<file path="src/rtl/pipe_ctrl_pkg.sv">
// Shared constants and types for the pipeline hazard controller.
package pipe_ctrl_pkg;

  // EX operand source selects
  localparam logic [1:0] FWD_REG = 2'b00;
  localparam logic [1:0] FWD_MEM = 2'b01;
  localparam logic [1:0] FWD_WB  = 2'b10;

  // $zero never produces a hazard or a forward
  localparam logic [4:0] REG_ZERO = 5'd0;

  // Data-memory handshake states
  typedef enum logic {
    M_IDLE = 1'b0,
    M_WAIT = 1'b1
  } dmem_state_t;

endpackage

</file>
<file path="src/rtl/pipe_ctrl_dmem_fsm.sv">
// Data-memory req/ack sequencer with a sticky wait-timeout flag.
module pipe_ctrl_dmem_fsm #(
  parameter int DMEM_TIMEOUT = 255
) (
  input  logic clk,
  input  logic reset,
  input  logic mem_acc,
  input  logic dmem_ack,
  output logic dmem_req,
  output logic dmem_stall,
  output logic dmem_timeout
);
  import pipe_ctrl_pkg::*;

  dmem_state_t state;
  logic [7:0]  tmo_cnt;

  // Handshake state, wait-cycle counter and sticky timeout flag
  always_ff @(posedge clk or negedge reset) begin
    if (!reset) begin
      state        <= M_IDLE;
      tmo_cnt      <= '0;
      dmem_timeout <= 1'b0;
    end else begin
      case (state)
        M_IDLE: begin
          if (mem_acc && !dmem_ack) state <= M_WAIT;
        end
        M_WAIT: begin
          if (dmem_ack) begin
            state   <= M_IDLE;
            tmo_cnt <= '0;
          end else begin
            if (tmo_cnt != '1) tmo_cnt <= tmo_cnt + 8'd1;
            if (({1'b0, tmo_cnt} + 9'd1) >= 9'(DMEM_TIMEOUT)) dmem_timeout <= 1'b1;
          end
        end
        default: state <= M_IDLE;
      endcase
    end
  end

  // Request and stall are combinational and forced low during reset
  always_comb begin
    dmem_req   = reset & ((state == M_WAIT) | mem_acc);
    dmem_stall = reset & mem_acc & ~dmem_ack;
  end

endmodule

</file>
<file path="src/rtl/pipe_hazard_ctrl.sv">
// Central stall/flush/forwarding controller for the 5-stage pipeline.
module pipe_hazard_ctrl #(
  parameter int MDU_LAT      = 4,
  parameter int DMEM_TIMEOUT = 255
) (
  input  logic       clk,
  input  logic       reset,
  input  logic       id_valid_i,
  input  logic [4:0] id_rs_i,
  input  logic [4:0] id_rt_i,
  input  logic       ex_valid_i,
  input  logic [4:0] ex_rs_i,
  input  logic [4:0] ex_rt_i,
  input  logic [4:0] ex_rd_i,
  input  logic       ex_reg_wr_i,
  input  logic       ex_mem_to_reg_i,
  input  logic       ex_mdu_op_i,
  input  logic       ex_branch_taken_i,
  input  logic       mem_valid_i,
  input  logic       mem_reg_wr_i,
  input  logic       mem_mem_to_reg_i,
  input  logic       mem_mem_wr_i,
  input  logic [4:0] mem_rd_i,
  input  logic       wb_valid_i,
  input  logic       wb_reg_wr_i,
  input  logic [4:0] wb_rd_i,
  input  logic       dmem_ack_i,
  output logic       dmem_req_o,
  output logic       stall_if_o,
  output logic       stall_id_o,
  output logic       stall_ex_o,
  output logic       stall_mem_o,
  output logic       clr_id_o,
  output logic       clr_ex_o,
  output logic       clr_mem_o,
  output logic       clr_wb_o,
  output logic [1:0] fwd_a_o,
  output logic [1:0] fwd_b_o,
  output logic       mdu_busy_o,
  output logic       dmem_timeout_o
);
  import pipe_ctrl_pkg::*;

  localparam int CW = (MDU_LAT > 2) ? $clog2(MDU_LAT) : 1;

  logic          mem_acc;
  logic          dmem_stall;
  logic [CW-1:0] mdu_cnt;
  logic          mdu_start;
  logic          mdu_stall;
  logic          load_use;
  logic          br_flush;

  assign mem_acc = mem_valid_i & (mem_mem_to_reg_i | mem_mem_wr_i);

  pipe_ctrl_dmem_fsm #(
    .DMEM_TIMEOUT(DMEM_TIMEOUT)
  ) u_dmem (
    .clk          (clk),
    .reset        (reset),
    .mem_acc      (mem_acc),
    .dmem_ack     (dmem_ack_i),
    .dmem_req     (dmem_req_o),
    .dmem_stall   (dmem_stall),
    .dmem_timeout (dmem_timeout_o)
  );

  // MDU occupancy counter; a memory stall freezes it, including at the
  // final count, so a held MDU op in EX cannot restart.
  always_ff @(posedge clk or negedge reset) begin
    if (!reset) begin
      mdu_cnt <= '0;
    end else if (!dmem_stall) begin
      if (mdu_start)            mdu_cnt <= CW'(MDU_LAT - 1);
      else if (mdu_cnt != '0)   mdu_cnt <= mdu_cnt - CW'(1);
    end
  end

  // Hazard detection terms
  always_comb begin
    mdu_start  = ex_valid_i & ex_mdu_op_i & (mdu_cnt == '0) & ~dmem_stall & (MDU_LAT > 1);
    mdu_stall  = reset & (mdu_start | (mdu_cnt > CW'(1)));
    mdu_busy_o = reset & (mdu_stall | (mdu_cnt == CW'(1)));
    load_use   = ex_valid_i & ex_mem_to_reg_i & ex_reg_wr_i & (ex_rd_i != REG_ZERO) &
                 id_valid_i & ((ex_rd_i == id_rs_i) | (ex_rd_i == id_rt_i));
    br_flush   = ex_valid_i & ex_branch_taken_i;
  end

  // Prioritised stall/bubble generation, all low in reset
  always_comb begin
    stall_if_o  = 1'b0;
    stall_id_o  = 1'b0;
    stall_ex_o  = 1'b0;
    stall_mem_o = 1'b0;
    clr_id_o    = 1'b0;
    clr_ex_o    = 1'b0;
    clr_mem_o   = 1'b0;
    clr_wb_o    = 1'b0;
    if (reset) begin
      if (dmem_stall) begin
        stall_if_o  = 1'b1;
        stall_id_o  = 1'b1;
        stall_ex_o  = 1'b1;
        stall_mem_o = 1'b1;
        clr_wb_o    = 1'b1;
      end else if (mdu_stall) begin
        stall_if_o = 1'b1;
        stall_id_o = 1'b1;
        stall_ex_o = 1'b1;
        clr_mem_o  = 1'b1;
      end else if (br_flush) begin
        clr_id_o = 1'b1;
        clr_ex_o = 1'b1;
      end else if (load_use) begin
        stall_if_o = 1'b1;
        stall_id_o = 1'b1;
        clr_ex_o   = 1'b1;
      end
    end
  end

  function automatic logic [1:0] fwd_sel(input logic [4:0] src);
    if (mem_valid_i && mem_reg_wr_i && !mem_mem_to_reg_i && mem_rd_i != REG_ZERO && mem_rd_i == src)
      return FWD_MEM;
    else if (wb_valid_i && wb_reg_wr_i && wb_rd_i != REG_ZERO && wb_rd_i == src)
      return FWD_WB;
    else
      return FWD_REG;
  endfunction

  // EX operand forwarding selects, MEM before WB
  always_comb begin
    fwd_a_o = FWD_REG;
    fwd_b_o = FWD_REG;
    if (reset) begin
      fwd_a_o = fwd_sel(ex_rs_i);
      fwd_b_o = fwd_sel(ex_rt_i);
    end
  end

endmodule

</file>
<file path="config.mk">
export PLATFORM = sky130hd
export DESIGN_NAME = pipe_hazard_ctrl
export DESIGN_NICKNAME = d
export VERILOG_FILES = /design/src/rtl/pipe_ctrl_pkg.sv /design/src/rtl/pipe_ctrl_dmem_fsm.sv /design/src/rtl/pipe_hazard_ctrl.sv
export SDC_FILE = /design/constraint.sdc
export NUM_CORES = 1
export LEC_CHECK = 0
export ABC_AREA = 0
export CAP_MARGIN = 10
export CORE_UTILIZATION = 40
export CTS_BUF_LIST = sky130_fd_sc_hd__clkbuf_4 sky130_fd_sc_hd__clkbuf_8
export DETAILED_ROUTE_END_ITERATION = 16
export MAX_ROUTING_LAYER = met4
export PLACE_DENSITY = 0.91
export SLEW_MARGIN = 40
export SYNTH_ARGS = -nofsm -noshare
export SYNTH_HDL_FRONTEND = slang
export SYNTH_SLANG_ARGS = --single-unit
</file>
<file path="constraint.sdc">
create_clock -name clk -period 2.3 [get_ports clk]
set_clock_uncertainty 0.15 [all_clocks]
set_input_delay 0.345 -clock clk [delete_from_list [all_inputs] [get_ports clk]]
set_output_delay 0.345 -clock clk [all_outputs]
set_load 0.02 [all_outputs]
</file>
==> flow_summary.ini, run 1 <==
[global_routing]
grt_use_total = 0.241
grt_pass1_vias = 1451
grt_pass1_wl_mm = 6.22
grt.overflow.total = 0
antenna_found_initial = 0
grt_max_degree = 10

[setup_path]
reg2reg_slack_ns = 0.20
rr_endpoint = u_dmem.tmo_cnt[6]
cp-end-kind = primary output
r2r_start = u_dmem.tmo_cnt[0]
cp-start-kind = input pin
crit_path_start = ex_rs_i[4]
worstPathArrival_ns = 1.78
cp_max_fo = 2
cp.required_ns = 1.80
crit_type = input pin to primary output
rr_worst_depth = 5

[route]
remaining_drc_errors = 0
vias = 1572
routed_wl_mm = 4.14
first_pass_iters = 6
drtIter0Drc = 42
wl_per_cell_um = 13.9
vias_per_cell = 5.28
ant_nets = 0

[die]
core_um2 = 3080
io_pins = 65
die_w_um = 59.3
die-area_um2 = 3520
floorplan.initialDensity = 0.427
rows = 20
die_h_um = 59.3

[sta]
slew_headroom = 0.663
rsz0062_at_grt = true
fmax_mhz = 439
finalCriticalPeriod_ns = 2.28
slew_violations = 0
tns_ns = 0
worst_pin_slew_ns = 0.504
hold_ws_ns = 0.357
hold_viol = 0
setup_viol = 0
period_share = 0.990

[synthesis]
ys_async_sr_fraction = 1.00
postSynthCellCount = 166
syn_avg_cell_area_um2 = 7.92
yosysUniqueCellTypes = 42
syn_area_um2 = 1320
yosysTopAreaCell = dfrtp_1
synth_seq_cells = 12
synth_top_area_frac = 0.228
synth_area_leaders = dfrtp_1 (23%), xor2_1 (13%), xnor2_1 (8.0%)
yosys_warnings = 0
synthesis.nets = 220
synth_ff_type = dfrtp_1
ys_seq_area_frac = 0.228
synth-edff-count = 0

[outcome]
status = finished clean

[pwr]
p_comb_frac = 0.545
switching_power_mw = 0.362
p_sw_frac = 0.370
ir_drop_mv = 0.410
p_clk_frac = 0.175
powerDensity_nw_per_um2 = 445
leakage_nw = 0.985
p_int_mw = 0.618
pwr-share-seq = 0.280
total_power_mw = 0.980

[layout]
area_growth_pct = 67.6
diodes = 0
final_cell_count_no_fill = 298
fin_nets = 309
nFillCells = 224
drive_above_1_share = 0.201
postLayoutCellArea_um2 = 2200
layout_commonest_cell = clkdlybuf4s50_1
final_cell_mix = clkdlybuf4s50_1 (43), buf_4 (29), xor2_1 (20)

[clock_tree]
cts.clk_slew.worst_paths_ns = 0.08
cts_hold_buffers = 0
h-tree-depth = 1
cts_sinks = 12
numCtsBuffers = 3
clockBufferDepth = 2
clockRootBuffer = clkbuf_4
clk-insertion-delay-late_ns = 0.28
cts_tree = yes

[hold_path]
whs_path_depth = 2
hold_class = register to register
min_from = u_dmem.dmem_timeout
min_to = u_dmem.dmem_timeout

[placement]
gp_congestion = 0.961
dp.cells = 294
portBuffers = 64
hpwl_mm = 3.37
place_area_um2 = 2170

[run]
cap_violations = 0
==> repair_timing <==
| item | in CTS | in global routing |
|---|---|---|
| setup endpoints to repair | 14 | 11 |
| resized for setup | 40 | 21 |
| buffers inserted | 0 | 0 |
| pin swaps | 3 | 6 |
==> Yosys cell counts (3+ instances only) <==
cell and number:
ha_1 4, nor3_1 9, nand4_1 3, o21a_1 3, a21oi_1 6, nand2_1 12
nand3_1 9, clkbuf_1 3, inv_1 9, o21ai_0 12, nand2b_1 3, nor2_1 10
dfrtp_1 12, xnor2_1 12, xor2_1 20, nand3b_1 3, and2_1 3
==> layout make-up <==
class / instances / area [µm²] / area share
multi-input combinational: 139 / 983 / 0.446
timing repair buffer: 90 / 795 / 0.361
sequential: 12 / 300 / 0.136
tap: 44 / 55.1 / 0.0250
clock buffer: 4 / 36.3 / 0.0165
inverter: 9 / 33.8 / 0.0153
==> cell families (layout without fill, tap and decap cells) <==
group / after synthesis / in the layout / share of synthesized area
and+or+nand+nor: 66 / 66 / 0.265
AOI/OAI and AO/OA: 35 / 35 / 0.191
xor gates and xnor gates: 32 / 32 / 0.213
DFF: 12 / 12 / 0.228
muxes: 2 / 2 / 0.0152
buffers and inverters: 15 / 103 / 0.0495
adders and majority gates: 4 / 4 / 0.0381
==> critical path, cell delays in order <==
cell	delay [ns]
clkdlybuf4s50_1	0.54
xnor2_1	0.15
nand3_1	0.11
nor4_2	0.31
and2_2	0.19
buf_4	0.13
==> power by group through the flow <==
stage	logic [mW]	clock network [mW]	registers, mW
5_1_grt	0.582	0.182	0.279
4_1_cts	0.532	0.178	0.274
2_1_floorplan	0.275	0	0.274
3_3_place_gp	0.545	0	0.276
3_5_place_dp	0.557	0	0.278
6_report	0.535	0.172	0.274
==> flip-flops by register name, indices dropped and copies added (netlist names) <==
name,cells
mdu_cnt,2
u_dmem.dmem_timeout,1
u_dmem.state,1
u_dmem.tmo_cnt,8
==> through the flow <==
stage	util	worst slack (ns)
global route	0.716	-0.0607
detailed placement	0.707	-0.650
CTS	0.707	-0.202
floorplan	-	0.147
global placement	0.707	-0.584
finish	0.716	0.0235
==> worst max-delay path by stage <==
stage	depth (start not counted)	slack, ns	end
2_1_floorplan	4	0.15	fwd_a_o[1]
3_3_place_gp	6	-0.58	fwd_a_o[1]
3_5_place_dp	6	-0.65	fwd_a_o[1]
4_1_cts	6	-0.20	fwd_a_o[1]
5_1_grt	6	-0.06	fwd_b_o[0]
6_report	6	0.02	fwd_a_o[0]
==> metal layers <==
metal  GRT usage  wire length (µm)
met5           -                 0
met4       0.116               119
met3      0.0262               222
met2       0.427              2110
met1       0.268              1680
Note: power is estimated with default switching activity, not from simulation.
==> run 2, diff against run 1 <==
Settings changed: GPL_ROUTABILITY_DRIVEN set to 0, SYNTH_HIERARCHICAL set to 1.
==> flow_summary.ini, run 2 <==
[die]
die_h_um = 58.9
io_pins = 65
core_um2 = 3050
die_w_um = 58.9
die-area_um2 = 3470
rows = 20
floorplan.initialDensity = 0.424

[synthesis]
synth-edff-count = 0
ys_seq_area_frac = 0.232
syn_area_um2 = 1290
netlist_top_cells_count = xor2_1 (27), nor2_1 (16), dfrtp_1 (12), nand2_1 (8), nand3_1 (8)
ys_async_sr_fraction = 1.00
synthesis.nets = 211
synth_top_area_frac = 0.232
synth.most_common_cell = xor2_1
synth_seq_cells = 12
synth_ff_type = dfrtp_1
synth_area_leaders = dfrtp_1 (23%), xor2_1 (18%), nor2_1 (4.6%)
yosys_warnings = 6
syn_avg_cell_area_um2 = 8.24
yosysUniqueCellTypes = 45
yosysTopAreaCell = dfrtp_1
postSynthCellCount = 157

[global_routing]
globalRouteMet2Util = 0.476
antenna_found_initial = 0
grt_most_used_layer = met2
grt_max_degree = 12
grt_pass1_wl_mm = 7.12
grt_use_total = 0.285
grt_util_met3 = 0.0615
grt_pass1_vias = 1555
grt.overflow.total = 0
grt_use_met1 = 0.313

[sta]
period_share = 1.06
hold_viol = 0
worst_pin_slew_ns = 0.478
setup_viol = 6
finalCriticalPeriod_ns = 2.45
fmax_mhz = 409
slew_violations = 0
rsz0062_at_grt = true
slew_headroom = 0.679
fin_ws_ns = -0.148

[route]
drtIter0Drc = 95
vias_per_cell = 5.53
routed_wl_mm = 5.33
ant_nets = 0
vias = 1647
wl_per_cell_um = 17.9
remaining_drc_errors = 0
first_pass_iters = 5

[placement]
portBuffers = 64
place_area_um2 = 2200
hpwl_mm = 3.43
dp.cells = 290

[setup_path]
worstPathArrival_ns = 1.95
crit_type = input pin to primary output
cp-start-kind = input pin
cp-end-kind = primary output
r2r_start = u_dmem/tmo_cnt[0]
cp_max_fo = 3
rr_endpoint = u_dmem/tmo_cnt[5]
rr_worst_depth = 5
reg2reg_slack_ns = 0.24
cp.required_ns = 1.80

[clock_tree]
clockBufferDepth = 2
h-tree-depth = 1
clk-insertion-delay-late_ns = 0.28
cts_tree = yes
cts_sinks = 12
cts.clk_slew.worst_paths_ns = 0.08
clockRootBuffer = clkbuf_4
numCtsBuffers = 3

[layout]
fin_nets = 309
diodes = 0
layout_commonest_cell = buf_4
area_growth_pct = 82.4
drive_above_1_share = 0.339
postLayoutCellArea_um2 = 2360
largest_reg_flops = 8
top_register = u_dmem/tmo_cnt
largest_registers = u_dmem/tmo_cnt (8), mdu_cnt (2)
final_cell_count_no_fill = 298
final_cell_mix = buf_4 (36), xor2_1 (27), clkdlybuf4s50_1 (26), nor2_1 (14)
final_core_util = 0.773

[pwr]
powerDensity_nw_per_um2 = 501
leakage_nw = 1.06
ir_drop_mv = 0.423

[outcome]
violations = setup timing
status = finished, violations left

[hold_path]
hold_class = input pin to async pin

[run]
cap_violations = 0
[run 2: what timing repair did]
action	CTS	global route
buffers inserted	1	2
cloned	0	0
pin swaps	17	10
hold buffers	0	1
endpoints found under the setup margin	14	12
endpoints found under the hold margin	0	1
resized for setup	116	26
[run 2: area by class of cell]
type / instances / area [µm²]
Clock buffer: 4 / 36.3
Fill cell: 194 / 693
Inverter: 7 / 26.3
Tap cell: 44 / 55.1
Multi-Input combinational cell: 133 / 1090
Sequential cell: 12 / 300
Timing Repair Buffer: 98 / 850
[run 2: kinds of logic (layout without fill, tap and decap cells)]
family,Yosys count,count (layout),share of synthesized area
simple gates,60,60,0.260
fa+ha+maj,4,4,0.0387
buf+inv,12,109,0.0426
xor+xnor,33,33,0.223
flops,12,12,0.232
compound gates,36,36,0.203
[run 2: metal layers]
layer,share of wire,up-vias
met2,0.48,105
met5,0,-
met4,0.054,0
met3,0.084,26
met1,0.38,760
li1,-,756
[run 2: worst max path at each step]
stage / start / to / slack (ns) / depth (start not counted)
final: ex_valid_i / stall_id_o / -0.15 / 7
after detailed placement: mem_mem_to_reg_i / clr_ex_o / -0.96 / 9
after global placement: mem_mem_to_reg_i / clr_ex_o / -0.92 / 9
after global routing: ex_valid_i / stall_if_o / -0.18 / 7
after floorplan: mem_mem_to_reg_i / clr_ex_o / 0.01 / 7
after CTS: wb_rd_i[4] / fwd_b_o[1] / 0.002 / 6
[run 2: where the power goes]
group          switching, mW  internal, mW  leakage (nW)
clock                 0.0791        0.0965        0.0210
combinational          0.354         0.379         0.882
sequential            0.0334         0.241         0.159
[run 2: worst max-delay path, stage by stage]
cell and delay [ns]:
clkdlybuf4s50_1 0.50, buf_4 0.14, nand4_1 0.10, a21oi_1 0.30, nand3b_1 0.21, o21bai_4 0.20
buf_6 0.14
[run 2: per-stage QoR]
step | setup WS, ns | hold slack, ns | power [mW] | setup TNS [ns]
after floorplan | 0.0124 | -0.101 | 0.545 | 0
after global placement | -0.924 | 0.387 | 0.861 | -7.75
after detailed placement | -0.960 | 0.406 | 0.884 | -8.23
after CTS | 0.00234 | 0.0619 | 1.11 | 0
after global routing | -0.180 | 0.147 | 1.25 | -0.857
final | -0.148 | 0.134 | 1.18 | -0.399
==> run 3, diff against run 2 <==
Settings changed: CTS_CLUSTER_SIZE set to 30.
==> results of run 3 <==
Same layout as run 2: the final DEF is identical, and so are final timing and power.
